===== config.mk =====
export PLATFORM = sky130hd
export DESIGN_NAME = handshake_tx_queue_flat
export DESIGN_NICKNAME = d
export VERILOG_FILES = /design/src/rtl/handshake_tx_queue_if.sv /design/src/rtl/handshake_tx_queue.sv /design/src/flat_wrapper.sv
export SDC_FILE = /design/constraint.sdc
export NUM_CORES = 1
export LEC_CHECK = 0
export BUFFER_PORTS_ARGS = -buffer_cell sky130_fd_sc_hd__buf_4
export CAP_MARGIN = 10
export CORE_MARGIN = 4
export CORE_UTILIZATION = 57
export CTS_CLUSTER_DIAMETER = 50
export DETAILED_ROUTE_END_ITERATION = 12
export PLACE_DENSITY_LB_ADDON = 0.12
export SLEW_MARGIN = 10
export SYNTH_ARGS = -nofsm -noshare
export SYNTH_HDL_FRONTEND = slang
export SYNTH_SLANG_ARGS = --single-unit

===== constraint.sdc =====
create_clock -name Clock -period 4.4 [get_ports Clock]
set_input_delay 0.88 -clock Clock [delete_from_list [all_inputs] [get_ports Clock]]
set_output_delay 0.88 -clock Clock [all_outputs]
set_load 0.02 [all_outputs]

===== src/rtl/handshake_tx_queue_if.sv =====
// Stream and synchronizer-side signals of handshake_tx_queue, bundled for port use.
// In_data moves on every cycle where In_valid && In_ready; In_ready never depends on In_valid.
interface handshake_tx_queue_if #(
  parameter int WORD_LENGTH = 8
) ();
  logic [WORD_LENGTH-1:0] In_data;
  logic                   In_valid;
  logic                   In_ready;
  logic [WORD_LENGTH-1:0] Tx_data;
  logic                   Send_data;
  logic                   Sending;
  logic                   Data_sent;

  modport slave (
    input  In_data, In_valid, Sending, Data_sent,
    output In_ready, Tx_data, Send_data
  );

  modport master (
    output In_data, In_valid, Sending, Data_sent,
    input  In_ready, Tx_data, Send_data
  );
endinterface


===== src/rtl/handshake_tx_queue.sv =====
// Transmit-side FIFO feeding a four-phase handshake synchronizer; one word in flight
// at a time, popped only when the synchronizer confirms delivery with Data_sent.
module handshake_tx_queue #(
  parameter int WORD_LENGTH = 8,
  parameter int DEPTH       = 4
) (
  input  logic                         Clock,
  input  logic                         Reset,
  handshake_tx_queue_if.slave          bus,
  output logic [$clog2(DEPTH+1)-1:0]   Count,
  output logic [15:0]                  Words_sent,
  output logic [1:0]                   Fsm_state
);

  localparam int PW = (DEPTH > 1) ? $clog2(DEPTH) : 1;
  localparam int CW = $clog2(DEPTH+1);
  localparam logic [CW-1:0] FULL_CNT = CW'(DEPTH);

  if (WORD_LENGTH <= 0) begin : g_bad_width
    $error("handshake_tx_queue: WORD_LENGTH must be > 0");
  end
  if ((DEPTH < 2) || ((DEPTH & (DEPTH - 1)) != 0)) begin : g_bad_depth
    $error("handshake_tx_queue: DEPTH must be a power of 2 and >= 2");
  end

  typedef enum logic [1:0] {
    IDLE   = 2'd0,
    LAUNCH = 2'd1,
    ARM    = 2'd2,
    BUSY   = 2'd3
  } state_t;

  state_t state, state_next;

  logic [WORD_LENGTH-1:0] mem [DEPTH];
  logic [PW-1:0]          wr_ptr;
  logic [PW-1:0]          rd_ptr;

  logic push;
  logic pop;
  logic launch;

  assign bus.In_ready = (Count != FULL_CNT);
  assign push         = bus.In_valid && bus.In_ready;
  assign Fsm_state    = state;

  // State register
  always_ff @(posedge Clock or posedge Reset) begin
    if (Reset) begin
      state <= IDLE;
    end else begin
      state <= state_next;
    end
  end

  // Next-state logic
  always_comb begin
    state_next = IDLE;
    case (state)
      IDLE:    state_next = launch ? LAUNCH : IDLE;
      LAUNCH:  state_next = ARM;
      ARM:     state_next = bus.Sending ? BUSY : ARM;
      BUSY:    state_next = bus.Data_sent ? IDLE : BUSY;
      default: state_next = IDLE;
    endcase
  end

  // Output decode: a launch needs a stored word and a quiet synchronizer;
  // completions are honoured only once the synchronizer has acknowledged busy.
  always_comb begin
    launch = 1'b0;
    pop    = 1'b0;
    case (state)
      IDLE:    launch = (Count != '0) && !bus.Sending;
      BUSY:    pop    = bus.Data_sent;
      default: begin
        launch = 1'b0;
        pop    = 1'b0;
      end
    endcase
  end

  // Registered launch port; Tx_data is only touched on a launch edge
  always_ff @(posedge Clock or posedge Reset) begin
    if (Reset) begin
      bus.Send_data <= 1'b0;
      bus.Tx_data   <= '0;
    end else begin
      bus.Send_data <= launch;
      if (launch) begin
        bus.Tx_data <= mem[rd_ptr];
      end
    end
  end

  // Storage array carries no reset: stale words are unreachable once pointers clear
  always_ff @(posedge Clock) begin
    if (push) begin
      mem[wr_ptr] <= bus.In_data;
    end
  end

  always_ff @(posedge Clock or posedge Reset) begin
    if (Reset) begin
      wr_ptr     <= '0;
      rd_ptr     <= '0;
      Count      <= '0;
      Words_sent <= '0;
    end else begin
      if (push) begin
        wr_ptr <= wr_ptr + PW'(1);
      end
      if (pop) begin
        rd_ptr     <= rd_ptr + PW'(1);
        Words_sent <= Words_sent + 16'd1;
      end
      if (push && !pop) begin
        Count <= Count + CW'(1);
      end else if (pop && !push) begin
        Count <= Count - CW'(1);
      end
    end
  end

endmodule


===== src/flat_wrapper.sv =====
// flat-port wrapper written by rule: the top's interface ports become plain ports
module handshake_tx_queue_flat 
#(
  parameter int WORD_LENGTH = 8,
  parameter int DEPTH       = 4
)
  (Clock, Reset, Count, Words_sent, Fsm_state, bus_In_data, bus_In_valid, bus_Sending, bus_Data_sent, bus_In_ready, bus_Tx_data, bus_Send_data);
  handshake_tx_queue_if #(.WORD_LENGTH(WORD_LENGTH)) bus_i ();
  input  logic Clock;
  input  logic Reset;
  output logic [$clog2(DEPTH+1)-1:0] Count;
  output logic [15:0] Words_sent;
  output logic [1:0] Fsm_state;
  input wire logic [$bits(bus_i.In_data)-1:0] bus_In_data;
  input wire logic [$bits(bus_i.In_valid)-1:0] bus_In_valid;
  input wire logic [$bits(bus_i.Sending)-1:0] bus_Sending;
  input wire logic [$bits(bus_i.Data_sent)-1:0] bus_Data_sent;
  output wire logic [$bits(bus_i.In_ready)-1:0] bus_In_ready;
  output wire logic [$bits(bus_i.Tx_data)-1:0] bus_Tx_data;
  output wire logic [$bits(bus_i.Send_data)-1:0] bus_Send_data;
  assign bus_i.In_data = bus_In_data;
  assign bus_i.In_valid = bus_In_valid;
  assign bus_i.Sending = bus_Sending;
  assign bus_i.Data_sent = bus_Data_sent;
  assign bus_In_ready = bus_i.In_ready;
  assign bus_Tx_data = bus_i.Tx_data;
  assign bus_Send_data = bus_i.Send_data;
  handshake_tx_queue #(.WORD_LENGTH(WORD_LENGTH), .DEPTH(DEPTH)) u_core (.Clock(Clock), .Reset(Reset), .bus(bus_i), .Count(Count), .Words_sent(Words_sent), .Fsm_state(Fsm_state));
endmodule

### Word-level counts from Yosys, hierarchy flattened

Memory sizes are Yosys's and may differ from the RTL's. A register that Yosys moved wholly into a read port is not among the register bits.
Cells that the tools add are included.

| storage, ports and cells | value |
|---|---|
| flip-flop bits (word level) | 26 |
| memory bits (writable) | 32 |
| bits of input ports | 13 |
| output and inout bits | 31 |
| word-level logic and storage cells | 36 |
| memories | 1 |

Memories:

| name | depth | width | read ports | clocked after memory_dff | write ports | line | source |
|---|---|---|---|---|---|---|---|
| u_core.mem | 4 | 8 | 1 | 1 | 1 | handshake_tx_queue.sv:35 | `logic [WORD_LENGTH-1:0] mem [DEPTH];` |

| operators by class | value |
|---|---|
| add/subtract/negate cells | 5 |
| equality and inequality tests | 4 |
| mux-type cells | 10 |
| reductions and logical operators | 10 |

Operator list:

| kind | number |
|---|---|
| $add A16 B1 Y16 const B | 1 |
| $pmux W2 S4 | 1 |
| $mux W1 | 6 |
| $mux W3 | 2 |
| $add A2 B1 Y2 const B | 2 |
| $eq A2 B2 Y1 const B | 2 |
| $logic_and A1 B1 Y1 | 4 |
| $add A3 B1 Y3 const B | 1 |
| $logic_not A1 Y1 | 3 |
| $ne A3 B3 Y1 const B | 1 |
| $reduce_bool A3 Y1 | 1 |
| $sub A3 B1 Y3 const B | 1 |
| $eq A2 B1 Y1 const B | 1 |
| $logic_not A2 Y1 | 1 |
| $mux W2 | 1 |
| $reduce_bool A2 Y1 | 1 |

### Logic depth before layout (Yosys ltp)

| logic depth | value |
|---|---|
| depth after elaboration | 6 |
| mapped depth | 9 |
| gate-level depth less buffers | 9 |

### Least setup slack after synthesis

No wires, ideal clock.

| timing | value |
|---|---|
| path type | input-to-reg |
| start point | input port bus_Data_sent |
| end point | register u_core.Count[2] |
| library setup time | 80 ps |
| arrival | 2225 ps |
| data required time | 4320 ps |
| slack | 2095 ps |
| cell stages on the path | 9 |
| buffers on the path | 1 |
| cells stage by stage | and3_1 > buf_6 > inv_4 > ha_1 > inv_1 > fa_1 > xor2_1 > nor2_1 > xor2_1 |

| between the ends | value |
|---|---|
| word-level cells in the longest chain between the ends | 4 |
| elaborated cells between the ends (all ways) | 6 |
| those cells by class | mux (2); reduce/logical (4) |

RTL lines:

| what | line | source |
|---|---|---|
| from (decl) | flat_wrapper.sv:17 | `input wire logic [$bits(bus_i.Data_sent)-1:0] bus_Data_sent;` |
| $mux W1 (*) | handshake_tx_queue.sv:73 | `case (state)` |
| $logic_not A1 Y1 | handshake_tx_queue.sv:117 | `if (push && !pop) begin` |
| $logic_and A1 B1 Y1 | handshake_tx_queue.sv:117 |  |
| $mux W3 / $reduce_bool A2 Y1 (equally long branches) | - |  |
| to (signal assigned) | handshake_tx_queue.sv:118 | `Count <= Count + CW'(1);` |
| to (signal assigned) | handshake_tx_queue.sv:120 | `Count <= Count - CW'(1);` |
| to (decl) | handshake_tx_queue.sv:10 | `output logic [$clog2(DEPTH+1)-1:0] Count,` |

Mark *: on every way between the ends. The rest lies on a longest branch, timed or not.
A chain may end at the register's enable or synchronous reset.

### Final worst setup path

Ends and elaborated chain as after synthesis.

==> impl_metrics.ini <==
[hold_path]
worstHoldStart = u_core.Words_sent[15]
min_delay_path_depth = 1
min_path_type = register to register
min_to = u_core.Words_sent[15]

[floorplan]
design.core.area_mm2 = 0.00447
num_io_pins = 44
dieArea_mm2 = 0.00591
dieHeight_um = 76.9
die_x_um = 76.9
placementRows = 24
start_util = 0.605

[route]
drt_first_pass_iters = 4
drc = 0
wire_per_inst_um = 17.7
via_count = 1490
drt_iter0_drc = 99
ant_nets = 0
wirelength_um = 4760
vias_per_cell = 5.54

[sta]
rsz0062_at_grt = no
period_minus_slack_ns = 2.22
slew_viol_final = 0
skew_ns = 0.00535
fin_crit_sh = 0.506
finalSetupViolCount = 0
setup_tns_ns = 0
relSlewSlack = 0.583
worstMarginPinSlew_ns = 0.625
clock.fmax_mhz = 450
report.final.hold_viol_count = 0

[place]
placed_cells = 253
dpl.hpwl_um = 3350
gp_congestion = 0.779
io_buffers = 43

[logic_synthesis]
avgSynthCellArea_um2 = 16.7
synth_edf_count = 32
synthFlopType = dfrtp_1
syn_inst = 162
synth_area_mm2 = 0.00271
synth_most_common_cell = dfrtp_1
yosys-top-cells-area = edfxtp_1 36%, dfrtp_1 31%, mux4_2 6.7%
synth_cell_type_count = 31
synth_nets = 182
synth_warnings = 0
synthTopCellsByCount = 34 x dfrtp_1, 32 x edfxtp_1, 15 x xnor2_1
yosys.area.top_type = edfxtp_1
ys_seq_area_frac = 0.670
async_flop_share = 0.515
synth-seq-cells = 66
synth_top_area_share = 0.355

[layout]
fillers = 289
drive_gt1_frac = 0.378
syn_to_final_growth_pct = 19.3
nets = 232
antennaDiodeCount = 0
final_cells = 269

[pwr]
p_leak_nw = 1.41
intPower_mw = 1.36
power_frac_clock = 0.208
powerDensity_mw_per_mm2 = 627
ir_worst_vdd_mv = 0.491
comb_power_share = 0.314
p_sw_uw = 669
seqPwrFrac = 0.478
switching_share = 0.330
total_power_mw = 2.03

[grt]
antenna_found_initial = 0
grt_max_degree = 35
gr-total-overflow = 0
grt_pass1_wl_um = 7970
grt_pass1_vias = 1604
grt.total_usage = 0.182

[worst_setup_path]
worst-path-max-fanout = 7
timing.rr.start = u_core.Count[0]
cp-end-kind = register
r2r-end = u_core.Count[2]
crit_slowest_cell = fa_1
path_buf_inv = 3
rrSetupSlack_ns = 2.22
cp_data_arrival_time_ns = 2.46
start_kind = input port
crit_top_cell = xor2_1
crit_type = input port to register
required_ns = 4.64
cpPeakStageDelay_ns = 0.37
cp_cell_sequence = buf_4, and3_1, inv_4, ha_1, inv_1, fa_1, xor2_1, nor2_1, xor2_1
worst-r2r-cell-count = 9
crit_family = adder cells

[cts]
post_cts_buffers = 0
tritoncts = done
clk_pin_slew_ns = 0.06
root_buffer = clkbuf_8
cts_resized = 0
worstSkewPairLatency_ns = 0.33
cts_hold_buf = 0
htree_levels = 3
numCtsBuffers = 9
clockBufferDepth = 2
clock-sinks = 66

[flow_run]
maxCapViolations = 0

[status]
status = finished clean
## layout by cell type (no fill, tap or decap)
master    Yosys  layout
buf_4         2      44
dfrtp_1      34      34
edfxtp_1     32      32
xnor2_1      15      15
mux2_2       10      10
clkbuf_8      0      10
nand2_1       9       9
mux4_2        8       8
and3_1        7       7
ha_1          6       6
xor2_1        5       5
nor2_1        5       5
inv_1         5       5
nand4_1       3       3
nand3_1       3       3
nand3_2       2       2
clkinv_2      0       2
clkbuf_1      1       2
clkinv_1      0       2
inv_4         1       1
and4_2        1       1
and3_2        1       1
and2_1        1       1
and2_0        1       1
o311a_1       1       1
mux2i_1       1       1
a21o_1        1       1
and4_1        1       1
nor3_4        1       1
nand4_4       1       1
xnor2_2       1       1
fa_1          1       1
## routing by layer
metal | wire [um] | GRT usage
met3 | 259 | 0.0597
met2 | 2400 | 0.294
met4 | 86 | 0.0851
met5 | 0 | 0
met1 | 2010 | 0.221
## kinds of logic (layout without fill, tap and decap cells)
logic type / after synthesis / in the layout / share of synthesized area
adders and majority gates: 7 / 7 / 0.0352
xor gates and xnor gates: 21 / 21 / 0.0708
and+or+nand+nor: 36 / 36 / 0.0837
buffers and inverters: 11 / 66 / 0.0222
AOI/OAI and AO/OA: 2 / 2 / 0.00648
muxes: 19 / 19 / 0.112
DFF: 66 / 66 / 0.670
## stage by stage
stage               cell area [um2]   util  worst slack, ns  hold WS, ns
detailed placement             3070  0.685             1.81        0.468
finish                         3230  0.721             2.18        0.470
global placement               3070  0.685             1.96        0.462
floorplan                      2710      -             2.09        0.534
global route                   3230  0.721             2.07        0.508
CTS                            3230  0.721             2.18        0.477
## power groups by stage
stage,combinational (mW),sequential [mW],clock (mW)
floorplan,0.366,1.01,0
global placement,0.615,0.969,0
detailed placement,0.644,0.986,0
CTS,0.646,0.975,0.430
global route,0.690,0.997,0.461
finish,0.636,0.968,0.421
## sequential cells by signal (all words and copies together), names as in the netlist
register and flops:
u_core.Words_sent 16, u_core.wr_ptr 2, u_core.Fsm_state 2, u_core.mem 32
u_core.bus.Send_data 1, u_core.Count 3, u_core.rd_ptr 2, u_core.bus.Tx_data 8
## cell type report
cell class / instances / area (um2) / area share
sequential: 66 / 1810 / 0.561
multi-input combinational: 85 / 833 / 0.258
timing repair buffer: 44 / 330 / 0.102
clock buffer: 12 / 145 / 0.0450
tap: 52 / 65.1 / 0.0202
inverter: 6 / 25.0 / 0.00775
clock inverter: 4 / 17.5 / 0.00543
## how the worst max path moves through the flow
stage / slack [ns] / startpoint / cells after the start / endpoint
4_1_cts: 2.18 / bus_Data_sent / 9 / u_core.Count[2]
2_1_floorplan: 2.09 / bus_Data_sent / 9 / u_core.Count[2]
3_3_place_gp: 1.96 / bus_Data_sent / 9 / u_core.Count[2]
6_report: 2.18 / bus_Data_sent / 9 / u_core.Count[2]
5_1_grt: 2.07 / bus_Data_sent / 9 / u_core.Count[2]
3_5_place_dp: 1.81 / bus_Data_sent / 9 / u_core.Count[2]
Power figures use the tool's default switching activity.
